File: config.mk
export PLATFORM = sky130hd
export DESIGN_NAME = fft_rot_addr_gen
export DESIGN_NICKNAME = d
export VERILOG_FILES = /design/src/rtl/fft_pkg.sv /design/src/rtl/fft_rotate_n.sv /design/src/rtl/fft_rot_addr_gen.sv
export SDC_FILE = /design/constraint.sdc
export NUM_CORES = 1
export LEC_CHECK = 0
export CORE_UTILIZATION = 35
export DETAILED_ROUTE_END_ITERATION = 12
export SYNTH_ARGS = -nofsm -noshare
export SYNTH_HDL_FRONTEND = slang
export SYNTH_SLANG_ARGS = --single-unit
File: constraint.sdc
create_clock -name clk -period 5.2 [get_ports clk]
set_input_delay 1.04 -clock clk [delete_from_list [all_inputs] [get_ports clk]]
set_output_delay 1.04 -clock clk [all_outputs]
set_load 0.02 [all_outputs]
File: src/rtl/fft_pkg.sv
// Shared FFT address-sequencing types: FSM state encoding and rotation direction.
package fft_pkg;

  typedef enum logic {
    IDLE = 1'b0,
    RUN  = 1'b1
  } fsm_state_t;

  localparam logic DIR_LEFT  = 1'b0;
  localparam logic DIR_RIGHT = 1'b1;

endpackage

File: src/rtl/fft_rotate_n.sv
// Combinational W-bit barrel rotator, left or right by amt positions.
module fft_rotate_n
  import fft_pkg::*;
#(
  parameter int W = 5
) (
  input  logic [W-1:0]         in,
  input  logic [$clog2(W)-1:0] amt,
  input  logic                 dir,
  output logic [W-1:0]         out
);

  logic [2*W-1:0] dbl;
  logic [2*W-1:0] shifted;

  // Shifting a doubled copy turns the rotate into a plain shift plus a window select.
  always_comb begin
    dbl     = {in, in};
    shifted = '0;
    out     = '0;
    if (dir == DIR_RIGHT) begin
      shifted = dbl >> amt;
      out     = shifted[W-1:0];
    end else begin
      shifted = dbl << amt;
      out     = shifted[2*W-1:W];
    end
  end

endmodule

File: src/rtl/fft_rot_addr_gen.sv
// FFT stage address sequencer: walks idx over 2^W per stage and presents
// idx rotated by (stage+1) mod W, with a valid/ready handshake.
module fft_rot_addr_gen
  import fft_pkg::*;
#(
  parameter  int W          = 5,
  parameter  int NUM_STAGES = W,
  localparam int SW         = (NUM_STAGES > 1) ? $clog2(NUM_STAGES) : 1
) (
  input  logic          clk,
  input  logic          clr_n,
  input  logic          start,
  input  logic          dir,
  input  logic          abort,
  input  logic          out_ready,
  output logic          out_valid,
  output logic [W-1:0]  addr,
  output logic [SW-1:0] stage,
  output logic [W-1:0]  idx,
  output logic          busy,
  output logic          done
);

  localparam int             AW         = $clog2(W);
  localparam logic [W-1:0]   IDX_MAX    = '1;
  localparam logic [W-1:0]   IDX_ONE    = 1;
  localparam logic [SW-1:0]  STAGE_ONE  = 1;
  localparam logic [SW-1:0]  STAGE_LAST = SW'(NUM_STAGES - 1);

  fsm_state_t    state, state_nxt;
  logic [W-1:0]  idx_nxt;
  logic [SW-1:0] stage_nxt;
  logic          dir_q, dir_nxt;
  logic          done_nxt;
  logic          xfer;
  logic [AW-1:0] rot_amt;
  logic [W-1:0]  addr_nxt;
  int            r_int;

  assign xfer = out_valid & out_ready;
  assign busy = (state == RUN);

  always_comb begin
    state_nxt = state;
    idx_nxt   = idx;
    stage_nxt = stage;
    dir_nxt   = dir_q;
    done_nxt  = 1'b0;
    case (state)
      IDLE: begin
        if (start && !abort) begin
          state_nxt = RUN;
          dir_nxt   = dir;
          idx_nxt   = '0;
          stage_nxt = '0;
        end
      end
      RUN: begin
        if (xfer) begin
          if (idx == IDX_MAX) begin
            idx_nxt = '0;
            if (stage == STAGE_LAST) begin
              state_nxt = IDLE;
              done_nxt  = 1'b1;
            end else begin
              stage_nxt = stage + STAGE_ONE;
            end
          end else begin
            idx_nxt = idx + IDX_ONE;
          end
        end
        // Abort still lets a same-cycle transfer advance idx, but never signals done.
        if (abort) begin
          state_nxt = IDLE;
          done_nxt  = 1'b0;
        end
      end
      default: state_nxt = IDLE;
    endcase
  end

  // Rotation is computed on the next-state values so the registered addr lines up with idx/stage.
  always_comb begin
    r_int = int'(stage_nxt) + 1;
    if (r_int == W) r_int = 0;
    rot_amt = AW'(r_int);
  end

  fft_rotate_n #(.W(W)) u_rotate (
    .in  (idx_nxt),
    .amt (rot_amt),
    .dir (dir_nxt),
    .out (addr_nxt)
  );

  always_ff @(posedge clk) begin
    if (!clr_n) begin
      state     <= IDLE;
      out_valid <= 1'b0;
      done      <= 1'b0;
      addr      <= '0;
      idx       <= '0;
      stage     <= '0;
      dir_q     <= DIR_LEFT;
    end else begin
      state     <= state_nxt;
      out_valid <= (state_nxt == RUN);
      done      <= done_nxt;
      addr      <= addr_nxt;
      idx       <= idx_nxt;
      stage     <= stage_nxt;
      dir_q     <= dir_nxt;
    end
  end

endmodule

=== Yosys cells after proc, flatten, opt, wreduce, memory -nomap -nowiden ===
Index checks and enable logic that the tools add are counted.

* Bits in registers: 16
* Latch bits: 0
* Bits in writable memories: 0
* ROM bits: 0
* Logic and storage cells: 42
* Memories kept: 0

* $add $sub $neg: 3
* Multiply operators: 0
* Divide/modulo/power cells: 0
* $lt $le $gt $ge: 0
* Eq/ne operators: 3
* Shifts and indexed selects: 2
* Mux-type cells: 20
* Bitwise gates (word level): 5
* Reductions and logical operators: 3

{| class="wikitable"
|+ Operator list
! operator !! number
|-
| $mux 5 || 4
|-
| $mux 3 || 5
|-
| $pmux 5 s2 || 1
|-
| $shl 10x3->10 || 1
|-
| $shr 10x3->5 || 1
|-
| $mux 1 || 8
|-
| $pmux 3 s2 || 1
|-
| $add 5x1->5 const B || 1
|-
| $eq 5x5->1 const B || 1
|-
| $reduce_or 5->1 || 1
|-
| $add 3x1->4 const B || 1
|-
| $eq 4x3->1 const B || 1
|-
| $not 1->1 || 4
|-
| $add 3x1->3 const B || 1
|-
| $eq 3x3->1 const B || 1
|-
| $pmux 1 s2 || 1
|-
| $and 1x1->1 || 1
|-
| $logic_and 1x1->1 || 1
|-
| $logic_not 1->1 || 1
|}

=== Depth between registers and ports, before layout ===
Gate-level depths: netlist of run 1.

* Depth after elaboration: 10
* Mapped depth: 17
* Gate-level depth less buffers: 16

=== Hierarchy ===
From an unflattened synthesis of run 1, not the netlist that was laid out.

* Cells, all modules: 174
* Area, all modules: 1508.9 um2

{| class="wikitable"
|+ By module, submodules not included
! module !! times used !! cells an instance !! area an instance (um2)
|-
| fft_rot_addr_gen || 1 || 101 || 922.1
|-
| fft_rotate_n || 1 || 73 || 586.8
|}

=== Worst setup path after synthesis of run 1 ===
Ideal clock, no wire load.

* Kind: register -> register
* Start point: reg idx[0]
* End point: reg addr[2]
* Library setup time: 0.121 ns
* Data arrival time: 3.713 ns
* Data required time: 5.079 ns
* Path slack: 1.366 ns
* Cell stages (with the launch flop): 16
* Buffers on the path: 1
* Cell sequence: dfxtp_1 -> ha_1 -> and3_1 -> ha_1 -> and3_4 -> nand2_1 -> mux2i_2 -> ha_1 -> inv_1 -> or4_4 -> a31o_1 -> buf_2 -> xnor2_1 -> mux2_1 -> mux2i_1 -> o22ai_1

* Longest elaborated chain between the ends: 9
* Elaborated cells on any way between the ends: 15
* Classes of those cells: 2 x add/sub; 2 x eq/ne; 2 x shift; 9 x mux

{| class="wikitable"
|+ RTL lines
! what !! line !! RTL
|-
| from (decl) || fft_rot_addr_gen.sv:19 || <nowiki>output logic [W-1:0] idx,</nowiki>
|-
| from (signal assigned) || fft_rot_addr_gen.sv:110 || <nowiki>idx <= idx_nxt;</nowiki>
|-
| $eq 5x5->1 || fft_rot_addr_gen.sv:60 || <nowiki>if (idx == IDX_MAX) begin</nowiki>
|-
| $mux 3 || fft_rot_addr_gen.sv:60 ||
|-
| $mux 3 || fft_rot_addr_gen.sv:59 || <nowiki>if (xfer) begin</nowiki>
|-
| $pmux 3 s2 || fft_rot_addr_gen.sv:49 || <nowiki>case (state)</nowiki>
|-
| $add 3x1->4 || fft_rot_addr_gen.sv:84 || <nowiki>r_int = int'(stage_nxt) + 1;</nowiki>
|-
| $eq 4x3->1 || fft_rot_addr_gen.sv:85 || <nowiki>if (r_int == W) r_int = 0;</nowiki>
|-
| $mux 3 || fft_rot_addr_gen.sv:85 ||
|-
| $shl 10x3->10 / $shr 10x3->5 (equally long branches) || fft_rotate_n.sv:25, fft_rotate_n.sv:22 ||
|-
| $mux 5 * || fft_rotate_n.sv:21 || <nowiki>if (dir == DIR_RIGHT) begin</nowiki>
|-
| to (signal assigned) || fft_rot_addr_gen.sv:109 || <nowiki>addr <= addr_nxt;</nowiki>
|-
| to (decl) || fft_rot_addr_gen.sv:17 || <nowiki>output logic [W-1:0] addr,</nowiki>
|}

Mark *: on every way between the ends. The rest lies on a longest branch, timed or not.
A chain may end at the register's enable or synchronous reset.

=== Worst setup path after layout of run 1 ===
* Start point: in out_ready
* End point: reg addr[4]

* Longest elaborated chain between the ends: 8
* Elaborated cells on any way between the ends: 11
* Classes of those cells: 1 x add/sub; 1 x eq/ne; 2 x shift; 6 x mux; 1 x bitwise

{| class="wikitable"
|+ RTL lines
! what !! line !! RTL
|-
| from (decl) || fft_rot_addr_gen.sv:15 || <nowiki>input logic out_ready,</nowiki>
|-
| $and 1x1->1 * || fft_rot_addr_gen.sv:40 || <nowiki>assign xfer = out_valid & out_ready;</nowiki>
|-
| $mux 3 || fft_rot_addr_gen.sv:59 ||
|-
| $pmux 3 s2 || fft_rot_addr_gen.sv:49 ||
|-
| $add 3x1->4 || fft_rot_addr_gen.sv:84 ||
|-
| $eq 4x3->1 || fft_rot_addr_gen.sv:85 ||
|-
| $mux 3 || fft_rot_addr_gen.sv:85 ||
|-
| $shl 10x3->10 / $shr 10x3->5 (equally long branches) || fft_rotate_n.sv:25, fft_rotate_n.sv:22 ||
|-
| $mux 5 * || fft_rotate_n.sv:21 ||
|}

Marks and branches as above.

==> flow_summary_export.csv, run 1 <==
group,metric,value,unit
logic_synthesis,syn_area,0.00144,sq mm
power,ir_drop,0.113,mV
place,dp_hpwl,2700,um
floorplanning,die_x,66.1,um
min_path,hold_start,"stage[2]$_SDFF_PN0_",
final_layout,antenna_cells,0,
worst_setup_path,cp-end-kind,"flop",
power,power.density,164,mW/mm^2
final_layout,fin_nets,208,
route,via_per_inst,5.68,
clocking,cts_tree,"done",
logic_synthesis,synth_cells,179,
worst_setup_path,reg2reg_slack,1010,ps
floorplanning,core_area,0.00380,sq mm
final_layout,multiInputGateArea,0.00101,sq mm
logic_synthesis,async_flop_share,0,
route,wl_met1,1700,um
power,power,0.000282,W
sta,totalNegativeSetupSlack,0,ps
min_path,min_path_cells,2,
sta,clock_skew,4.14,ps
worst_setup_path,cp.required,5330,ps
route,ant_nets,0,
clocking,clock_path_buffers,2,
global_routing,antenna_found_initial,0,
worst_setup_path,r2r_end,"addr[4]$_SDFF_PN0_",
min_path,min_to,"done$_SDFF_PP0_",
worst_setup_path,criticalPathCategory,"in -> reg",
worst_setup_path,r2r_cells,14,
job,cap_violations,0,
worst_setup_path,cp-start-kind,"input port",
global_routing,grt_usage,0.192,
floorplanning,die_area,0.00436,sq mm
clocking,post_cts_resized,0,
sta,slew_headroom,0.365,
clocking,cts-root-buf,"clkbuf_8",
global_routing,grt_pass1_wl,6370,um
clocking,insertion_delay,260,ps
sta,setup_viol,0,
sta,final_hold_viol_count,0,
sta,rsz0062_at_grt,"false",
sta,timing.fmax,216,MHz
route,drt_iter0_markers,63,
clocking,numClockSinks,16,
final_layout,syn_to_final_growth,19.7,%
place,placed_cells,239,
place,gp_congestion,0.894,
clocking,clkSlewWorstSetupHoldPaths,70,ps
final_layout,n_fill_cell,390,
place,port_buffers,21,
route,num_vias,1381,
route,wl,3670,um
sta,finalCriticalPeriod,4630,ps
logic_synthesis,synth_ff_type,"dfxtp_1",
floorplanning,die_h,66.1,um
outcome,outcome,"finished clean",
global_routing,overflow,0,
final_layout,regArea,320,sq um
floorplanning,io_pins,22,
sta,whs,679,ps
clocking,hold_buffers,0,
logic_synthesis,synth_fp_nets,191,
logic_synthesis,synth_warnings,0,
sta,post-route-period-util,0.890,
route,drt-pass1-iter-count,4,
global_routing,grt_max_degree,17,
logic_synthesis,ys_ff_latch,16,
min_path,hold_path_class,"reg -> reg",
logic_synthesis,synth_edf_count,0,
clocking,cts_setup_buffers,0,
place,post-place-ws,331,ps
route,top_layer,"met4",
floorplanning,initial_core_util,0.378,
route,routedWlPerCell,15.1,um
worst_setup_path,timing.rr.start,"idx[0]$_SDFF_PN0_",
final_layout,fin_cells,243,
logic_synthesis,yosysTopAreaCell,"dfxtp_1",
logic_synthesis,seq_area_frac_synth,0.223,
global_routing,grt_pass1_vias,1308,
sta,finalWorstSetupSlack,575,ps
sta,drv_slew,0,
logic_synthesis,yosysUniqueCellTypes,51,
final_layout,drive_above_1_share,0.0974,
power,p_leak,0.653,nW
logic_synthesis,synth_area_leaders,"dfxtp_1, mux2i_1, ha_1",
worst_setup_path,worstPathArrival,4760,ps
clocking,cts_buffers,3,
route,drc,0,
logic_synthesis,synth_top_area_frac,0.223,
clocking,cts_max_level,1,
worst_setup_path,crit_path_max_fanout,16,
route,wl_met2,1750,um
sta,tightestPinTransition,948,ps
logic_synthesis,syn_avg_cell_area,8.02,sq um
route,dr_wl_met3,165,um
floorplanning,fp-row-count,22,
-- worst max path at each step --
stage | start | endpoint | cells after the start
4_1_cts | out_ready | addr[4]$_SDFF_PN0_ | 12
3_5_place_dp | out_ready | addr[4]$_SDFF_PN0_ | 12
3_3_place_gp | out_ready | addr[4]$_SDFF_PN0_ | 12
5_1_grt | out_ready | addr[2]$_SDFF_PN0_ | 12
2_1_floorplan | idx[0]$_SDFF_PN0_ | addr[2]$_SDFF_PN0_ | 15
6_report | out_ready | addr[4]$_SDFF_PN0_ | 12
-- cell families (layout without fill, tap and decap cells) --
logic type / count (synthesis) / count (layout) / share of synthesized area
DFF: 16 / 16 / 0.223
buffers and inverters: 23 / 39 / 0.0714
and+or+nand+nor: 64 / 64 / 0.236
adders and majority gates: 6 / 6 / 0.0523
muxes: 18 / 18 / 0.130
AOI/OAI and AO/OA: 49 / 49 / 0.269
xor gates and xnor gates: 3 / 3 / 0.0183
-- cells in the final DEF (no fill, tap or decap), drive strengths merged, types with 7 or more instances in the layout --
cell type / instances
nor2: 18
inv: 11
dfxtp: 16
nand2: 10
clkdlybuf4s50: 21
o21ai: 11
a21oi: 7
mux2i: 16
nor3: 7
nand3: 7
-- power breakdown --
| group | internal [W] | total, W | switching (W) | leakage (nW) |
|---|---|---|---|---|
| clock | 0.0000673 | 0.000114 | 0.0000469 | 0.0288 |
| sequential | 0.000125 | 0.000128 | 0.00000284 | 0.130 |
| combinational | 0.0000175 | 0.0000403 | 0.0000227 | 0.495 |
-- state kept, by name, summed over array words and instances (netlist names) --
register	flops
busy	1
addr	5
dir_q	1
stage	3
done	1
idx	5
-- layout make-up --
cell class,count,area share
clock buffers,4,0.0320
well taps,48,0.0349
flip-flops and latches,16,0.186
multi-input cells,140,0.590
repair buffers,23,0.131
inverters,12,0.0262
-- cell usage after synthesis (2+ instances only) --
cell type and n:
ha_1 6, and3_1 2, nand3b_1 2, inv_1 11
nand2b_1 5, mux2i_1 15, o311ai_1 2, o2bb2ai_1 2
a21oi_1 6, o22ai_1 3, nand2_1 10, clkbuf_1 5
dfxtp_1 16, o21ai_1 3, nor3_1 7, o21ai_0 8
a211oi_1 6, buf_2 4, mux2_1 2, xnor2_1 3
a22oi_1 3, o211ai_1 2, nand3_1 7, nor2_1 18
and2_1 3, nor2b_1 3
-- metal layers --
layer,track usage,vias to the layer above
met4,0.0638,0
met1,0.259,631
li1,-,698
met5,0,-
met3,0.0397,7
met2,0.300,45
-- critical path: stages --
cell and delay [ps]:
clkdlybuf4s50_1 690, and3_4 300, nand2_1 110, mux2i_2 390
ha_1 350, inv_1 100, or4_4 570, a31oi_4 460
xnor2_1 210, or2b_1 270, a22oi_1 160, o211ai_1 100
-- stage by stage --
| stage | cell area [sq um] | util |
|---|---|---|
| 2_1_floorplan | 1440 | - |
| 3_3_place_gp | 1660 | 0.438 |
| 5_1_grt | 1720 | 0.453 |
| 4_1_cts | 1720 | 0.453 |
| 3_5_place_dp | 1660 | 0.438 |
| 6_report | 1720 | 0.453 |
No activity file was read; power rests on OpenSTA's default activity.
==> run 2: changes to the inputs <==
Settings changed: MAX_ROUTING_LAYER from default to met4.
==> run 2 against run 1 <==
Sequential cell count is the same. Worst hold slack worse by 6.7 ps. Critical path depth unchanged. Critical path type unchanged. Die area unchanged. Highest routed layer unchanged. Routed wire length fell by 2.5%. Clock-buffer cell count unchanged. Largest power group unchanged. Fmax grew 0.49%. Cell area did not move. Register-to-register slack about the same. Worst setup slack improved by 22 ps. Cell count unchanged. Via count grew 1.1%.
==> flow_summary_export.csv, run 2 (same netlist as run 1, synthesis figures left out) <==
group,metric,value,unit
worst_setup_path,cp-start-kind,"input port",
sta,finalCriticalPeriod,4600,ps
place,dp_hpwl,2640,um
power,combPwrFrac,0.141,
global_routing,grt_pass1_wl,5970,um
final_layout,antenna_cells,0,
sta,setup_viol,0,
clocking,cts-root-buf,"clkbuf_8",
worst_setup_path,cp.required,5340,ps
clocking,clkSlewWorstSetupHoldPaths,70,ps
global_routing,grt_max_degree,17,
clocking,cts_setup_buffers,0,
final_layout,layout_commonest_cell,"clkdlybuf4s50_1",
route,via_per_inst,5.74,
route,drt-pass1-iter-count,4,
floorplanning,core_area,0.00380,sq mm
floorplanning,initial_core_util,0.378,
power,seqPwrFrac,0.445,
sta,clock_skew,1.68,ps
global_routing,grt_usage,0.181,
place,gp_congestion,0.913,
sta,post-route-period-util,0.885,
floorplanning,die_x,66.1,um
worst_setup_path,crit_chain,"clkdlybuf4s50_1 -> and3_4 -> nand2_1 -> mux2i_2 -> ha_1 -> inv_1 -> or4_4 -> a31oi_4 -> xnor2_1 -> or2b_1 -> a22oi_1 -> o211ai_1",
clocking,cts_max_level,1,
sta,final_hold_viol_count,0,
final_layout,final_cell_area,0.00172,sq mm
sta,timing.fmax,217,MHz
power,p_leak,0.653,nW
floorplanning,fp-row-count,22,
place,port_buffers,21,
global_routing,overflow,0,
sta,totalNegativeSetupSlack,0,ps
worst_setup_path,critPathSlowestCell,"clkdlybuf4s50_1",
clocking,insertion_delay,250,ps
sta,drv_slew,0,
worst_setup_path,slowest_delay,690,ps
global_routing,antenna_found_initial,0,
worst_setup_path,criticalPathCategory,"in -> reg",
sta,tightestPinTransition,897,ps
route,drt_iter0_markers,88,
power,power.internal,0.000210,W
route,routedWlPerCell,14.7,um
floorplanning,die_h,66.1,um
sta,slew_headroom,0.399,
clocking,cts_buffers,3,
route,ant_nets,0,
power,switching_share,0.268,
worst_setup_path,worstPathArrival,4740,ps
clocking,cts_tree,"done",
route,drc,0,
sta,rsz0062_at_grt,"false",
power,switching_power,0.0000770,W
power,ir_drop,0.0654,mV
job,cap_violations,0,
power,p_clk_frac,0.414,
place,placed_cell_area,0.00166,sq mm
route,wl,3580,um
clocking,hold_buffers,0,
route,num_vias,1396,
final_layout,syn_to_final_growth,19.7,%
clocking,post_cts_resized,0,
clocking,clock_path_buffers,2,
clocking,numClockSinks,16,
floorplanning,die_area,0.00436,sq mm
worst_setup_path,crit_path_max_fanout,16,
power,power.density,167,mW/mm^2
final_layout,fin_nets,208,
global_routing,grt_pass1_vias,1269,
floorplanning,io_pins,22,
outcome,outcome,"finished clean",
worst_setup_path,cp-end-kind,"flop",
final_layout,final_cell_mix,"clkdlybuf4s50_1, nor2_1, dfxtp_1",
final_layout,reg_top3,"addr (5), idx (5), stage (3)",
min_path,hold_path_class,"reg -> reg",
final_layout,drive_above_1_share,0.0974,
[run 2: cell counts in the layout (fill, tap and decap cells not counted)]
No cell type changed its count.
[run 2: metal layers]
layer	GRT usage	part of all wire	up-vias
met4	0.0559	0.011	0
met2	0.281	0.46	35
li1	-	-	693
met5	-	0	-
met1	0.241	0.50	662
met3	0.0259	0.034	6
[run 2: final cells by class]
type / count / area [sq um]
repair buffers: 23 / 225
fillers: 386 / 2080
flip-flops and latches: 16 / 320
clock buffers: 4 / 55.1
multi-input cells: 140 / 1010
inverters: 12 / 45.0
well taps: 48 / 60.1
[run 2: worst paths after layout]
| check | from | end | slack (ps) | cells past startpoint |
|---|---|---|---|---|
| max | out_ready | addr[4]$_SDFF_PN0_ | 600 | 12 |
| min | stage[2]$_SDFF_PN0_ | done$_SDFF_PP0_ | 670 | 2 |
| max reg2reg | idx[0]$_SDFF_PN0_ | addr[4]$_SDFF_PN0_ | 1020 | 14 |
| min reg2reg | stage[2]$_SDFF_PN0_ | done$_SDFF_PP0_ | 670 | 2 |
[run 2: critical path: cells and delay by family]
kind	cells	cell delay, ps
AND/OR/NAND/NOR	4	1250
AO/OA/AOI/OAI	3	720
adder cells (fa/ha/maj)	1	330
buffers and inverters	2	780
multiplexers	1	390
XOR/XNOR	1	220
[run 2: power by group through the flow]
stage          logic (W)  clock network (W)  registers (W)
2_1_floorplan  0.0000240                  0       0.000132
3_3_place_gp   0.0000397                  0       0.000131
3_5_place_dp   0.0000398                  0       0.000131
4_1_cts        0.0000400           0.000120       0.000128
5_1_grt        0.0000435           0.000126       0.000128
6_report       0.0000403           0.000119       0.000128
[run 2: stage by stage]
stage	instances	hold WS [ps]	worst slack (ps)	util	power [W]
after floorplan	179	634	1370	-	0.000156
after global placement	239	656	461	0.438	0.000170
after detailed placement	239	655	365	0.438	0.000171
after CTS	243	666	640	0.453	0.000288
after global routing	243	716	364	0.453	0.000298
final	243	672	597	0.453	0.000287
==> run 3: changes to the inputs <==
--- a/config.mk
+++ b/config.mk
@@ -7,4 +7,5 @@
 export LEC_CHECK = 0
 export CORE_UTILIZATION = 35
+export CTS_BUF_LIST = sky130_fd_sc_hd__clkbuf_4
 export DETAILED_ROUTE_END_ITERATION = 12
 export MAX_ROUTING_LAYER = met4
==> constraint.sdc (replaced) <==
create_clock -name clk -period 5.2 [get_ports clk]
set_input_delay 1.04 -clock clk [delete_from_list [all_inputs] [get_ports clk]]
set_output_delay 1.04 -clock clk [all_outputs]
set_load 0.1 [all_outputs]
==> run 3 against run 2 <==
Sequential cell count did not move. Clock skew rose by 1.7 ps. Global-route usage is 0.15 points lower. Critical path depth unchanged. Sequential power about the same. Critical path type unchanged. Power is 9.8% lower. Cell area fell by 1.7%. Worst setup slack improved by 53 ps. Non-clock buffer count is the same. Worst hold slack gained 4.0 ps.
==> flow_summary_export.csv, run 3 (same netlist as run 1, synthesis figures left out) <==
group,metric,value,unit
sta,tightestPinTransition,971,ps
clocking,cts_setup_buffers,0,
worst_setup_path,r2r_cells,14,
floorplanning,die_h,66.1,um
sta,totalNegativeSetupSlack,0,ps
place,dp_hpwl,2640,um
final_layout,layout_commonest_cell,"clkdlybuf4s50_1",
clocking,clkSlewWorstSetupHoldPaths,110,ps
power,power.density,153,mW/mm^2
route,routedWlPerCell,14.7,um
worst_setup_path,cp-start-kind,"input port",
global_routing,overflow,0,
route,ant_nets,0,
min_path,min_path_cells,2,
global_routing,grt_max_degree,17,
final_layout,reg_top3,"addr (5), idx (5), stage (3)",
worst_setup_path,worstPathArrival,4740,ps
clocking,cts_buffers,3,
final_layout,drive_above_1_share,0.0923,
clocking,numClockSinks,16,
worst_setup_path,timing.rr.start,"idx[0]$_SDFF_PN0_",
power,switching_power,0.0000883,W
global_routing,antenna_found_initial,0,
sta,finalWorstSetupSlack,650,ps
place,post-place-ws,365,ps
final_layout,post-route-util,0.445,
min_path,hold_start,"stage[2]$_SDFF_PN0_",
final_layout,n_fill_cell,391,
floorplanning,core_area,0.00380,sq mm
route,drc,0,
power,combPwrFrac,0.213,
sta,drv_slew,0,
final_layout,fin_nets,208,
worst_setup_path,r2r_end,"addr[4]$_SDFF_PN0_",
power,p_clk_frac,0.293,
final_layout,antenna_cells,0,
route,via_per_inst,5.67,
min_path,min_to,"done$_SDFF_PP0_",
clocking,clock_path_buffers,2,
worst_setup_path,cp.required,5390,ps
route,wl,3570,um
clocking,insertion_delay,300,ps
power,power.internal,0.000170,W
worst_setup_path,criticalPathCategory,"in -> reg",
final_layout,final_cell_mix,"clkdlybuf4s50_1, nor2_1, dfxtp_1",
sta,rsz0062_at_grt,"false",
floorplanning,initial_core_util,0.378,
clocking,hold_buffers,0,
sta,final_hold_viol_count,0,
place,gp_congestion,0.913,
power,ir_drop,0.0564,mV
final_layout,fin_cells,243,
min_path,hold_path_class,"reg -> reg",
route,num_vias,1379,
power,switching_share,0.341,
worst_setup_path,crit_path_max_fanout,16,
floorplanning,fp-row-count,22,
place,port_buffers,21,
sta,post-route-period-util,0.875,
clocking,cts_tree,"done",
power,p_leak,0.640,nW
clocking,cts_max_level,1,
clocking,cts-root-buf,"clkbuf_4",
worst_setup_path,reg2reg_slack,1020,ps
global_routing,grt_pass1_vias,1258,
job,cap_violations,0,
global_routing,grt_pass1_wl,5940,um
sta,slew_headroom,0.351,
power,seqPwrFrac,0.494,
outcome,outcome,"finished clean",
floorplanning,io_pins,22,
clocking,post_cts_resized,0,
sta,clock_skew,3.40,ps
floorplanning,die_area,0.00436,sq mm
route,drt-pass1-iter-count,4,
final_layout,syn_to_final_growth,17.7,%
global_routing,grt_usage,0.179,
sta,setup_viol,0,
worst_setup_path,cp-end-kind,"flop",
sta,timing.fmax,220,MHz
place,placed_cells,239,
route,drt_iter0_markers,63,
floorplanning,die_x,66.1,um
sta,finalCriticalPeriod,4550,ps
run 3: cell types whose count changed in the layout (fill, tap and decap cells not counted):
cell      change
clkinv_1      +1
clkbuf_8      -4
clkbuf_4      +3
run 3: layout make-up:
| class | count | area, sq um | share of cell area |
|---|---|---|---|
| sequential | 16 | 320 | 0.189 |
| timing repair buffer | 23 | 225 | 0.133 |
| inverter | 12 | 45.0 | 0.0266 |
| clock inverter | 1 | 3.75 | 0.00222 |
| clock buffer | 3 | 22.5 | 0.0133 |
| multi-input combinational | 140 | 1010 | 0.600 |
| tap | 48 | 60.1 | 0.0355 |
run 3: worst max-delay path: stages:
cell	delay, ps
clkdlybuf4s50_1	690
and3_4	300
nand2_1	110
mux2i_2	390
ha_1	330
inv_1	90
or4_4	570
a31oi_4	470
xnor2_1	220
or2b_1	270
a22oi_1	160
o211ai_1	100
run 3: per-stage QoR:
step	hold slack (ps)	instance area [sq um]	total power, W
after global routing	722	1690	0.000270
after floorplan	634	1440	0.000171
after global placement	656	1660	0.000185
final	676	1690	0.000259
after detailed placement	655	1660	0.000185
after CTS	672	1690	0.000260
run 3: how the worst max path moves through the flow:
stage | depth (start not counted) | end | from | slack, ps
floorplan | 15 | addr[2]$_SDFF_PN0_ | idx[0]$_SDFF_PN0_ | 750
global placement | 12 | addr[1]$_SDFF_PN0_ | out_ready | 460
detailed placement | 12 | addr[4]$_SDFF_PN0_ | out_ready | 360
CTS | 12 | addr[4]$_SDFF_PN0_ | out_ready | 690
global route | 12 | addr[1]$_SDFF_PN0_ | out_ready | 420
finish | 12 | addr[4]$_SDFF_PN0_ | out_ready | 650
run 3: power groups by stage:
stage	sequential, W	clock (W)	combinational, W
2_1_floorplan	0.000145	0	0.0000263
3_3_place_gp	0.000131	0	0.0000546
4_1_cts	0.000128	0.0000771	0.0000550
5_1_grt	0.000128	0.0000829	0.0000584
6_report	0.000128	0.0000758	0.0000551
3_5_place_dp	0.000131	0	0.0000547
run 3: routing by layer:
layer | vias to the layer above | track usage | share of wire
li1 | 693 | - | -
met1 | 649 | 0.241 | 0.50
met2 | 33 | 0.279 | 0.45
met3 | 4 | 0.0207 | 0.032
met4 | 0 | 0.0559 | 0.012
met5 | - | - | 0
